<file path="src/rtl/ifetch_queue.sv">
// ----------------------------------------------------------------------------
// ifetch_queue
// Instruction prefetch queue feeding the fetch/decode pipeline register.
// Owns the fetch PC, issues addresses to instruction memory and buffers the
// returned words, tagged with their PC, in a small circular FIFO. Decode
// drains one entry per cycle unless stalled. A redirect flushes the queue and
// restarts fetch at the new target.
//
// Ports:
//   clk          - single clock, all state updates on the rising edge
//   reset        - synchronous active-high reset
//   imem_addr    - fetch address to instruction memory (the fetch PC register)
//   imem_data    - instruction word for imem_addr, valid when imem_valid = 1
//   imem_valid   - memory returned imem_data this cycle
//   stall        - decode cannot accept, blocks dequeue
//   redirect     - taken branch/jump this cycle, flushes the queue
//   redirect_pc  - new fetch target, low two bits forced to zero
//   out_valid    - out_* holds a valid instruction
//   out_instr    - instruction at the queue head
//   out_pc       - address of out_instr
//   out_pc4      - out_pc + 4
//   count        - current occupancy, 0..DEPTH
//
// Optional feature: define IFQ_BYPASS_EN to forward imem_data straight to
// out_* when the queue is empty.
// ----------------------------------------------------------------------------
module ifetch_queue #(
   parameter int          DEPTH    = 4,
   parameter logic [31:0] RESET_PC = 32'h0000_0000
) (
   input  logic                         clk,
   input  logic                         reset,
   output logic [31:0]                  imem_addr,
   input  logic [31:0]                  imem_data,
   input  logic                         imem_valid,
   input  logic                         stall,
   input  logic                         redirect,
   input  logic [31:0]                  redirect_pc,
   output logic                         out_valid,
   output logic [31:0]                  out_instr,
   output logic [31:0]                  out_pc,
   output logic [31:0]                  out_pc4,
   output logic [$clog2(DEPTH+1)-1:0]   count
);

   localparam int PW = $clog2(DEPTH);
   localparam int CW = $clog2(DEPTH+1);
   localparam logic [CW-1:0] FULL_COUNT = CW'(DEPTH);

   logic [31:0]   pcMem    [DEPTH];
   logic [31:0]   instrMem [DEPTH];

   logic [31:0]   fetchPc_q, fetchPc_d;
   logic [PW-1:0] rdPtr_q, rdPtr_d;
   logic [PW-1:0] wrPtr_q, wrPtr_d;
   logic [CW-1:0] count_q, count_d;

   logic          queueValid;
   logic          pop;
   logic          push;
   logic          advance;
   logic          bypassTake;
   logic          bypassConsume;

   // Handshake decode. Redirect overrides everything, a full queue may still
   // accept a word when the head is leaving in the same cycle. With bypass
   // enabled, an empty queue forwards the memory word directly; if decode
   // takes it, it never enters storage but the fetch PC still advances.
   always_comb begin
      queueValid    = (count_q != '0);
      pop           = queueValid & ~stall & ~redirect;
`ifdef IFQ_BYPASS_EN
      bypassTake    = ~queueValid & imem_valid & ~redirect;
      bypassConsume = bypassTake & ~stall;
`else
      bypassTake    = 1'b0;
      bypassConsume = 1'b0;
`endif
      push          = imem_valid & ~redirect & ~bypassConsume
                      & ((count_q < FULL_COUNT) | pop);
      advance       = push | bypassConsume;
   end

   // Output selection: the head entry normally, or the in-flight memory word
   // when the bypass path is active.
   always_comb begin
      out_valid = queueValid | bypassTake;
      out_instr = instrMem[rdPtr_q];
      out_pc    = pcMem[rdPtr_q];
      if (bypassTake) begin
         out_instr = imem_data;
         out_pc    = fetchPc_q;
      end
      out_pc4   = out_pc + 32'd4;
      imem_addr = fetchPc_q;
      count     = count_q;
   end

   // Next-state for pointers, occupancy and fetch PC. A redirect clears the
   // queue and discards whatever memory returned this cycle.
   always_comb begin
      fetchPc_d = fetchPc_q;
      rdPtr_d   = rdPtr_q;
      wrPtr_d   = wrPtr_q;
      count_d   = count_q;
      if (redirect) begin
         fetchPc_d = {redirect_pc[31:2], 2'b00};
         rdPtr_d   = '0;
         wrPtr_d   = '0;
         count_d   = '0;
      end else begin
         if (advance) fetchPc_d = fetchPc_q + 32'd4;
         if (push)    wrPtr_d   = wrPtr_q + PW'(1);
         if (pop)     rdPtr_d   = rdPtr_q + PW'(1);
         case ({push, pop})
            2'b10:   count_d = count_q + CW'(1);
            2'b01:   count_d = count_q - CW'(1);
            default: count_d = count_q;
         endcase
      end
   end

   // State registers; reset wins over redirect.
   always_ff @(posedge clk) begin
      if (reset) begin
         fetchPc_q <= RESET_PC;
         rdPtr_q   <= '0;
         wrPtr_q   <= '0;
         count_q   <= '0;
      end else begin
         fetchPc_q <= fetchPc_d;
         rdPtr_q   <= rdPtr_d;
         wrPtr_q   <= wrPtr_d;
         count_q   <= count_d;
      end
   end

   // Entry storage needs no reset: contents are only observed while counted
   // as occupied.
   always_ff @(posedge clk) begin
      if (push) begin
         pcMem[wrPtr_q]    <= fetchPc_q;
         instrMem[wrPtr_q] <= imem_data;
      end
   end

endmodule

</file>
<file path="config.mk">
export PLATFORM = sky130hd
export DESIGN_NAME = ifetch_queue
export DESIGN_NICKNAME = d
export VERILOG_FILES = /design/src/rtl/ifetch_queue.sv
export SDC_FILE = /design/constraint.sdc
export NUM_CORES = 1
export LEC_CHECK = 0
export ABC_AREA = 1
export CORE_MARGIN = 3
export CORE_UTILIZATION = 50
export CTS_CLUSTER_SIZE = 20
export DETAILED_ROUTE_END_ITERATION = 16
export GPL_ROUTABILITY_DRIVEN = 0
export PLACE_DENSITY_LB_ADDON = 0.3
export SLEW_MARGIN = 20
export SYNTH_ARGS = -nofsm -noshare
export SYNTH_HDL_FRONTEND = slang
export SYNTH_SLANG_ARGS = --single-unit
</file>
<file path="constraint.sdc">
create_clock -name clk -period 7.8 [get_ports clk]
set_input_delay 1.56 -clock clk [delete_from_list [all_inputs] [get_ports clk]]
set_output_delay 1.56 -clock clk [all_outputs]
set_load 0.02 [all_outputs]
</file>
==> results.json, run 1 <==
{
  "p_per_area_nw_per_um2": 200.0,
  "core_region_area_um2": 26130,
  "drtAntennaViolNets": 0,
  "hpwl_um": 21100,
  "portBuffers": 192,
  "slowest_stage": "inv_6",
  "clkTransAtPathRegs_ns": 0.06,
  "cts_resized": 0,
  "ios": 201,
  "tritoncts": "yes",
  "synth_edf_count": 248,
  "clockBufferDepth": 3,
  "grt_remaining_overflow": 0,
  "synth_cell_types": 37,
  "drtIter0Drc": 905,
  "cts_buffers": 28,
  "min-delay-start": "rdPtr_q[0]$_SDFFE_PP0P_",
  "die_h_um": 169.4,
  "arrival_ns": 3.99,
  "ir_drop_mv": 0.1850,
  "die_area_um2": 28700,
  "fin_cells": 1933,
  "syn_area_um2": 13350,
  "critical_path.top_delay_family": "buffers and inverters",
  "hp-class": "reg -> reg",
  "synth_cells": 1405,
  "hold_viol": 0,
  "skew_ns": 0.01359,
  "ys_seq_area_share_pct": 61.62,
  "antenna_found_initial": 0,
  "setup_viol": 0,
  "fin_setup_tns_ns": 0,
  "final.min_clock_period_ns": 5.550,
  "r2r_start": "count[2]$_SDFFE_PP0P_",
  "crit_chain": "inv_6 -> nand2_1 -> nand2_1 -> nand2_1 -> nand2_2 -> ha_1 -> nand3_2 -> nor2_1 -> nand2_1 -> xor2_1 -> clkdlybuf4s50_1",
  "n_antenna_cell": 0,
  "vias": 10428,
  "holdBufCountCts": 0,
  "cts.sinks": 287,
  "viasPerCell": 5.395,
  "n_fill_cell": 2168,
  "rsz0062_at_grt": "no",
  "report.final.slew_viol_count": 0,
  "slowest_delay_ns": 0.71,
  "fmax_ghz": 0.1802,
  "initial_utilization_pct": 51.10,
  "htreeDepth": 1,
  "power_leakage_nw": 6.140,
  "avgRoutedWirePerCell_um": 16.86,
  "min_period_over_period_pct": 71.15,
  "outcome": "finished clean",
  "crit_type": "reg -> out",
  "required_ns": 6.24,
  "max_cap_violations": 0,
  "critPathLaunchType": "register",
  "cp-end-kind": "output pin",
  "final_net_count": 1655,
  "slew_headroom_pct": 35.66,
  "grt_first_pass_wirelength_um": 50980,
  "grt_max_degree": 125,
  "avgSynthCellArea_um2": 9.504,
  "synth.ff_latch_count": 287,
  "rows": 59,
  "async_reset_ff_share_pct": 0,
  "drc": 0,
  "ys.flop_type": "edfxtp_1",
  "drive_above_1_share_pct": 5.444,
  "ff_latch_area_um2": 8233,
  "first_pass_iters": 5,
  "synth-warning-count": 0,
  "syn_to_final_growth_pct": 21.63,
  "cts_root_buffer": "clkbuf_16",
  "first_global_vias": 9834,
  "post_cts_buffers": 0,
  "cpMostUsedCell": "nand2_1",
  "place_inst": 1883,
  "worstMarginPinSlew_ns": 0.9651,
  "clk_latency_ns": 0.54,
  "multiInputGateArea_um2": 4397,
  "routed_wl_um": 32590,
  "die_w_um": 169.4,
  "worst-path-buf-inv": 2,
  "path_max_fanout": 124,
  "track_usage_pct": 22.10
}
synthesized netlist by cell type (2+ instances only):
cell type | count | area (um2)
nor3_1 | 8 | 40.04
nand2_2 | 20 | 125.1
ha_1 | 7 | 87.58
clkbuf_1 | 25 | 93.84
nand2_1 | 430 | 1614
buf_8 | 2 | 30.03
xor2_1 | 23 | 201.4
o22ai_1 | 32 | 200.2
buf_1 | 2 | 7.510
buf_2 | 14 | 70.07
nor2_1 | 161 | 604.3
nor2_4 | 3 | 33.78
inv_1 | 102 | 382.9
o21ai_0 | 96 | 480.5
edfxtp_1 | 248 | 7447
a31oi_1 | 8 | 50.05
dfxtp_1 | 39 | 780.8
a21oi_1 | 29 | 145.1
nor2_2 | 5 | 31.28
buf_6 | 8 | 90.09
nand4_1 | 8 | 50.05
o211ai_1 | 4 | 30.03
buf_4 | 12 | 90.09
o21ai_1 | 2 | 10.01
a22o_1 | 4 | 35.03
nand3_1 | 102 | 510.5
worst paths after layout:
path         slack (ns)                   endpoint  depth (start not counted)
max                2.25                out_pc4[16]                         11
min                0.48    rdPtr_q[0]$_SDFFE_PP0P_                          1
max reg2reg        5.18  instrMem[3][13]$_DFFE_PP_                          4
min reg2reg        0.48    rdPtr_q[0]$_SDFFE_PP0P_                          1
cell type report:
| type | instances | area share, % |
|---|---|---|
| Clock inverter | 16 | 0.5470 |
| Inverter | 104 | 2.435 |
| Clock buffer | 34 | 4.453 |
| Sequential cell | 287 | 50.69 |
| Tap cell | 335 | 2.581 |
| Timing Repair Buffer | 201 | 12.22 |
| Multi-Input combinational cell | 956 | 27.07 |
through the flow:
| step | utilization, % | hold WS, ns | setup slack, ns | power (mW) | cell area, um2 |
|---|---|---|---|---|---|
| 2_1_floorplan | - | 0.4360 | 2.661 | 1.922 | 13370 |
| 4_1_cts | 62.17 | 0.4747 | 2.223 | 3.264 | 16250 |
| 5_1_grt | 62.15 | 0.4946 | 1.988 | 3.368 | 16240 |
| 3_5_place_dp | 59.06 | 0.4656 | 2.420 | 2.082 | 15430 |
| 3_3_place_gp | 59.06 | 0.4467 | 2.459 | 2.075 | 15430 |
| 6_report | 62.15 | 0.4828 | 2.250 | 3.248 | 16240 |
layer usage:
| metal | track usage [%] | wire [um] | vias up |
|---|---|---|---|
| met4 | 5.370 | 514 | 0 |
| met1 | 31.00 | 13880 | 4924 |
| li1 | - | - | 5055 |
| met3 | 3.308 | 2677 | 40 |
| met5 | 0 | 0 | - |
| met2 | 36.73 | 15520 | 409 |
flip-flops by register name, summed over array words and instances, names as in the netlist, named ones only:
| name | count |
|---|---|
| count | 3 |
| imem_addr | 30 |
| instrMem | 128 |
| pcMem | 120 |
| rdPtr_q | 2 |
| wrPtr_q | 2 |
worst register-to-register path, cell delays in order, from the launching register on:
cell and delay, ns:
dfxtp_1 0.33, o21ai_1 0.14, nand3_1 0.52, nor2_4 0.80
buf_4 0.48
report_power, final:
| group | switching [mW] | leakage, nW | internal, mW |
|---|---|---|---|
| sequential | 0.0366 | 2.61 | 1.70 |
| combinational | 0.180 | 3.14 | 0.130 |
| clock | 0.539 | 0.398 | 0.658 |
| total | 0.756 | 6.14 | 2.49 |
cells in the final DEF, fill, tap and decap left out, types with 2 or more instances in the layout:
cell	synthesis	final
nand2_1	430	430
edfxtp_1	248	248
clkdlybuf4s50_1	0	191
nor2_1	161	157
inv_1	102	102
nand3_1	102	102
o21ai_0	96	96
dfxtp_1	39	37
o22ai_1	32	32
a21oi_1	29	29
clkbuf_16	0	28
xor2_1	23	23
nand2_2	20	20
buf_4	12	9
nor3_1	8	8
nand4_1	8	8
a31oi_1	8	8
nor2_4	3	7
ha_1	7	7
clkinv_1	0	7
conb_1	1	6
clkinv_2	0	6
clkbuf_1	25	6
nor2_2	5	5
a22o_1	4	4
o211ai_1	4	4
o21ai_1	2	2
cell families after synthesis:
group           count (synthesis)  synth area share, %
flops                         287                61.62
xor+xnor                       24                1.574
fa+ha+maj                       8               0.8058
simple gates                  741                22.91
buf+inv                       167                5.819
other cells                     1              0.02808
compound gates                177                7.243
(Power assumes the default switching activity.)
==> inputs of run 2 (changes only) <==
clock period = 5.45 ns   (was 7.8 ns; I/O delays follow)
==> run 2 against run 1 <==
Effect of this change: combinational power grew 44%; worst hold slack lost 0.019 ns; clock skew shrank 0.0032 ns; die area is the same; global-route usage shrank 0.52 points; final cell count grew 0.10%; register-to-register slack lost 2.1 ns; sequential share of layout area shrank 0.42 points; critical path depth is the same.
==> results.json, run 2 (synthesis results as in run 1) <==
{
  "drive_above_1_share_pct": 5.688,
  "cts.sinks": 287,
  "grt_remaining_overflow": 0,
  "final_net_count": 1658,
  "report.final.slew_viol_count": 0,
  "p_clk_share_pct": 38.6,
  "path_max_fanout": 64,
  "hold_ws_ns": 0.4641,
  "slew_headroom_pct": 29.48,
  "cp-end-kind": "output pin",
  "power_frac_seq_pct": 52.0,
  "p_int_mw": 3.724,
  "fin_setup_tns_ns": 0,
  "top_register": "instrMem",
  "core_region_area_um2": 26130,
  "final.min_clock_period_ns": 4.874,
  "p_sw_share_pct": 22.17,
  "rows": 59,
  "required_ns": 4.36,
  "critPathLaunchType": "register",
  "initial_utilization_pct": 51.10,
  "first_pass_iters": 6,
  "p_comb_share_pct": 9.3,
  "vias": 10269,
  "cts_buffers": 27,
  "arrival_ns": 3.78,
  "die_w_um": 169.4,
  "antenna_found_initial": 0,
  "crit_type": "reg -> out",
  "avgRoutedWirePerCell_um": 16.56,
  "hp-class": "reg -> reg",
  "clockBufferDepth": 3,
  "ir_drop_mv": 0.2839,
  "fmax_ghz": 0.2052,
  "drtIter0Drc": 901,
  "hold_viol": 0,
  "reg2reg_setup_slack_ns": 3.08,
  "ios": 201,
  "largest_reg_flops": 128,
  "clk_latency_ns": 0.53,
  "cts_resized": 0,
  "final_cell_mix": "nand2_1, edfxtp_1, clkdlybuf4s50_1",
  "power_leakage_nw": 6.196,
  "routed_wl_um": 32050,
  "first_global_vias": 9369,
  "skew_ns": 0.01042,
  "min_period_over_period_pct": 89.44,
  "drc": 0,
  "slowest_stage": "dfxtp_4",
  "p_sw_mw": 1.061,
  "track_usage_pct": 21.58,
  "die_h_um": 169.4,
  "holdBufCountCts": 0,
  "layout_commonest_cell": "nand2_1",
  "cts_root_buffer": "clkbuf_16",
  "slowest_delay_ns": 0.81,
  "drtAntennaViolNets": 0,
  "clkTransAtPathRegs_ns": 0.06,
  "hpwl_um": 21240,
  "outcome": "finished clean",
  "cpMostUsedCell": "nand2_1",
  "n_antenna_cell": 0,
  "syn_to_final_growth_pct": 22.64,
  "grt_first_pass_wirelength_um": 49310,
  "viasPerCell": 5.307,
  "p_per_area_nw_per_um2": 292.2,
  "setup_viol": 0,
  "rsz0062_at_grt": "no",
  "max_cap_violations": 0,
  "die_area_um2": 28700,
  "grt_max_degree": 81,
  "tritoncts": "yes",
  "htreeDepth": 1,
  "portBuffers": 192,
  "crit_chain": "buf_4 -> nand2_1 -> o21ai_0 -> nand2_1 -> nand2_2 -> ha_1 -> nand3_2 -> nor2_1 -> nand2_1 -> xor2_1 -> clkdlybuf4s50_1",
  "post_cts_buffers": 0,
  "worstMarginPinSlew_ns": 1.054
}
-- run 2: cell types whose count changed in the layout (fill, tap and decap cells not counted), sizes merged --
cell,change
clkdlybuf4s50,+1
inv,+1
clkinv,-6
clkbuf,-1
bufinv,+4
buf,+3
-- run 2: final timing paths --
check                                             start                     to  cells past startpoint
worst max-delay path                           register            out_pc4[16]                     11
worst min-delay path            rdPtr_q[1]$_SDFFE_PP0P_               register                      2
worst max register to register    count[0]$_SDFFE_PP0P_  count[2]$_SDFFE_PP0P_                      9
worst min register to register  rdPtr_q[1]$_SDFFE_PP0P_               register                      2
-- run 2: power by group through the flow --
stage / sequential [mW] / clock, mW / combinational (mW)
6_report: 2.49 / 1.85 / 0.447
5_1_grt: 2.49 / 1.97 / 0.485
4_1_cts: 2.49 / 1.88 / 0.449
3_5_place_dp: 2.54 / 0 / 0.447
3_3_place_gp: 2.53 / 0 / 0.440
2_1_floorplan: 2.53 / 0 / 0.216
-- run 2: area by class of cell --
type | count | area (um2)
clock buffers | 33 | 698.2
clock inverters | 15 | 176.4
fillers | 2132 | 9757
inverters | 104 | 395.4
multi-input cells | 956 | 4397
flip-flops and latches | 287 | 8233
well taps | 335 | 419.2
repair buffers | 205 | 2057
-- run 2: metal layers --
layer / vias up / part of all wire [%] / track usage (%)
met5: - / 0 / 0
met4: 0 / 2.2 / 5.797
met1: 4756 / 43 / 30.73
met2: 406 / 47 / 35.32
li1: 5056 / - / -
met3: 51 / 7.4 / 2.912
-- run 2: through the flow --
step / util (%) / std cells / area [um2] / total power, mW / setup WS [ns]
after floorplan: - / 1410 / 13370 / 2.751 / 0.7814
after global placement: 59.32 / 1887 / 15500 / 2.973 / 1.147
after detailed placement: 59.32 / 1887 / 15500 / 2.982 / 1.087
after CTS: 62.66 / 1935 / 16380 / 4.815 / 0.5258
after global routing: 62.66 / 1935 / 16380 / 4.952 / 0.2684
final: 62.66 / 1935 / 16380 / 4.785 / 0.5755
-- run 2: critical path, delay by kind of cell, from the launching register on --
family / cells / cell delay [ns]
AO/OA/AOI/OAI: 1 / 0.08
XOR/XNOR: 1 / 0.14
buffers and inverters: 2 / 1.02
adder cells (fa/ha/maj): 1 / 0.24
AND/OR/NAND/NOR: 6 / 0.90
flip-flops: 1 / 0.81
==> inputs of run 3 (changes only) <==
--- a/constraint.sdc
+++ b/constraint.sdc
@@ -3,2 +3,2 @@
 set_output_delay 1.09 -clock clk [all_outputs]
-set_load 0.02 [all_outputs]
+set_load 0.1 [all_outputs]
==> run 3 against run 2 <==
Effect of this change: sequential power about the same; clock power is 2% lower; via count increased by 0.20%; power rose by 6.3%; first-iteration DRC count fell by 3.2%; combinational power increased by 77%; clock skew grew 0.0051 ns; non-clock buffer count increased by 2; maximum frequency is 12% higher; core utilization decreased by 0.49 points; die area is the same; setup slack gained 0.52 ns; critical path type unchanged; critical endpoint unchanged; largest cell class unchanged.
==> results.json, run 3 (synthesis results as in run 1) <==
{
  "hold_viol": 0,
  "holdBufCountCts": 0,
  "n_antenna_cell": 0,
  "ir_drop_mv": 0.2141,
  "final_net_count": 1660,
  "final.min_clock_period_ns": 4.358,
  "fin_util_pct": 62.17,
  "outcome": "finished clean",
  "first_pass_iters": 6,
  "post_cts_buffers": 0,
  "die_w_um": 169.4,
  "first_global_vias": 9665,
  "hold_depth": 2,
  "antenna_found_initial": 0,
  "min_period_over_period_pct": 79.97,
  "top_register": "instrMem",
  "clkTransAtPathRegs_ns": 0.06,
  "hpwl_um": 20940,
  "clockBufferDepth": 3,
  "hp-class": "reg -> reg",
  "power_leakage_nw": 6.257,
  "drive_above_1_share_pct": 9.256,
  "avgRoutedWirePerCell_um": 16.66,
  "cts_resized": 0,
  "critical_path.top_delay_family": "simple AND/OR/NAND/NOR gates",
  "required_ns": 4.36,
  "vias": 10290,
  "grt_first_pass_wirelength_um": 49890,
  "largest_reg_flops": 128,
  "slowest_stage": "inv_6",
  "fmax_ghz": 0.2295,
  "slew_headroom_pct": 28.52,
  "syn_to_final_growth_pct": 21.67,
  "tritoncts": "yes",
  "fin_setup_tns_ns": 0,
  "grt_remaining_overflow": 0,
  "cts.sinks": 287,
  "core_region_area_um2": 26130,
  "drc": 0,
  "report.final.slew_viol_count": 0,
  "worstMarginPinSlew_ns": 1.069,
  "n_fill_cell": 2154,
  "setup_viol": 0,
  "rr_worst_depth": 4,
  "ios": 201,
  "initial_utilization_pct": 51.10,
  "grt_max_degree": 133,
  "cpMostUsedCell": "nand2_1",
  "crit_chain": "inv_6 -> nand2_1 -> nand2_1 -> nand2_1 -> nand2_2 -> ha_1 -> nand3_2 -> nor2_1 -> nand2_1 -> xor2_1 -> buf_4",
  "p_per_area_nw_per_um2": 313.1,
  "slowest_delay_ns": 0.58,
  "path_max_fanout": 124,
  "die_area_um2": 28700,
  "cp.depth": 11,
  "rsz0062_at_grt": "no",
  "cts_buffers": 27,
  "die_h_um": 169.4,
  "htreeDepth": 1,
  "portBuffers": 192,
  "final_cell_mix": "nand2_1, edfxtp_1, nor2_1",
  "skew_ns": 0.01548,
  "rows": 59,
  "cp-end-kind": "output pin",
  "crit_type": "reg -> out",
  "track_usage_pct": 21.74,
  "drtIter0Drc": 872,
  "reg2reg_setup_slack_ns": 3.01,
  "worst-path-buf-inv": 2,
  "viasPerCell": 5.321,
  "arrival_ns": 3.27,
  "max_cap_violations": 0,
  "layout_commonest_cell": "nand2_1",
  "ff_latch_area_um2": 8233,
  "clk_latency_ns": 0.54,
  "drtAntennaViolNets": 0,
  "routed_wl_um": 32220,
  "multiInputGateArea_um2": 4397,
  "cts_root_buffer": "clkbuf_16",
  "critPathLaunchType": "register"
}
## run 3: cell types whose count changed in the layout (fill, tap and decap cells not counted), moves of 2 or more
cell             delta
buf_4              +57
clkbuf_8            +2
bufinv_16           -2
clkinv_1            -3
clkdlybuf4s50_1    -56
## run 3: power breakdown
part / switching, mW / total (mW) / leakage [nW] / internal (mW)
Clock: 0.749 / 1.81 / 0.423 / 1.06
Combinational: 0.610 / 0.789 / 3.23 / 0.179
Sequential: 0.0497 / 2.49 / 2.61 / 2.44
## run 3: area by class of cell
class	count	share of cell area [%]
multi-input cells	956	27.06
clock inverters	8	0.6392
clock buffers	37	4.644
well taps	335	2.580
inverters	104	2.434
repair buffers	207	11.97
flip-flops and latches	287	50.67
## run 3: worst paths after layout
path	from	end
worst min register to register	rdPtr_q[1]$_SDFFE_PP0P_	register
worst max-delay path	register	out_pc4[16]
worst max register to register	count[2]$_SDFFE_PP0P_	instrMem[3][1]$_DFFE_PP_
worst min-delay path	rdPtr_q[1]$_SDFFE_PP0P_	register
## run 3: routing by layer
layer,global-route usage [%],vias to the layer above,wire length [um]
li1,-,5065,-
met1,30.43,4755,13740
met2,35.58,411,14780
met3,3.378,59,2825
met4,6.366,0,872
met5,0,-,0
## run 3: through the flow
stage	power, mW	hold WS, ns	setup WS, ns	instance area (um2)	std cells
floorplan	3.100	0.4360	0.6459	13370	1410
global placement	3.314	0.4366	1.295	15390	1889
detailed placement	3.321	0.4541	1.222	15390	1889
CTS	5.119	0.4722	0.9931	16250	1934
global route	5.249	0.5042	0.8573	16250	1934
finish	5.086	0.4710	1.092	16250	1934
## run 3: worst reg2reg max path, delay by kind of cell, from the launching register on
kind / cells / cell delay, ns
compound gates: 1 / 0.15
buf+inv: 1 / 0.35
flops: 1 / 0.34
simple gates: 2 / 1.30
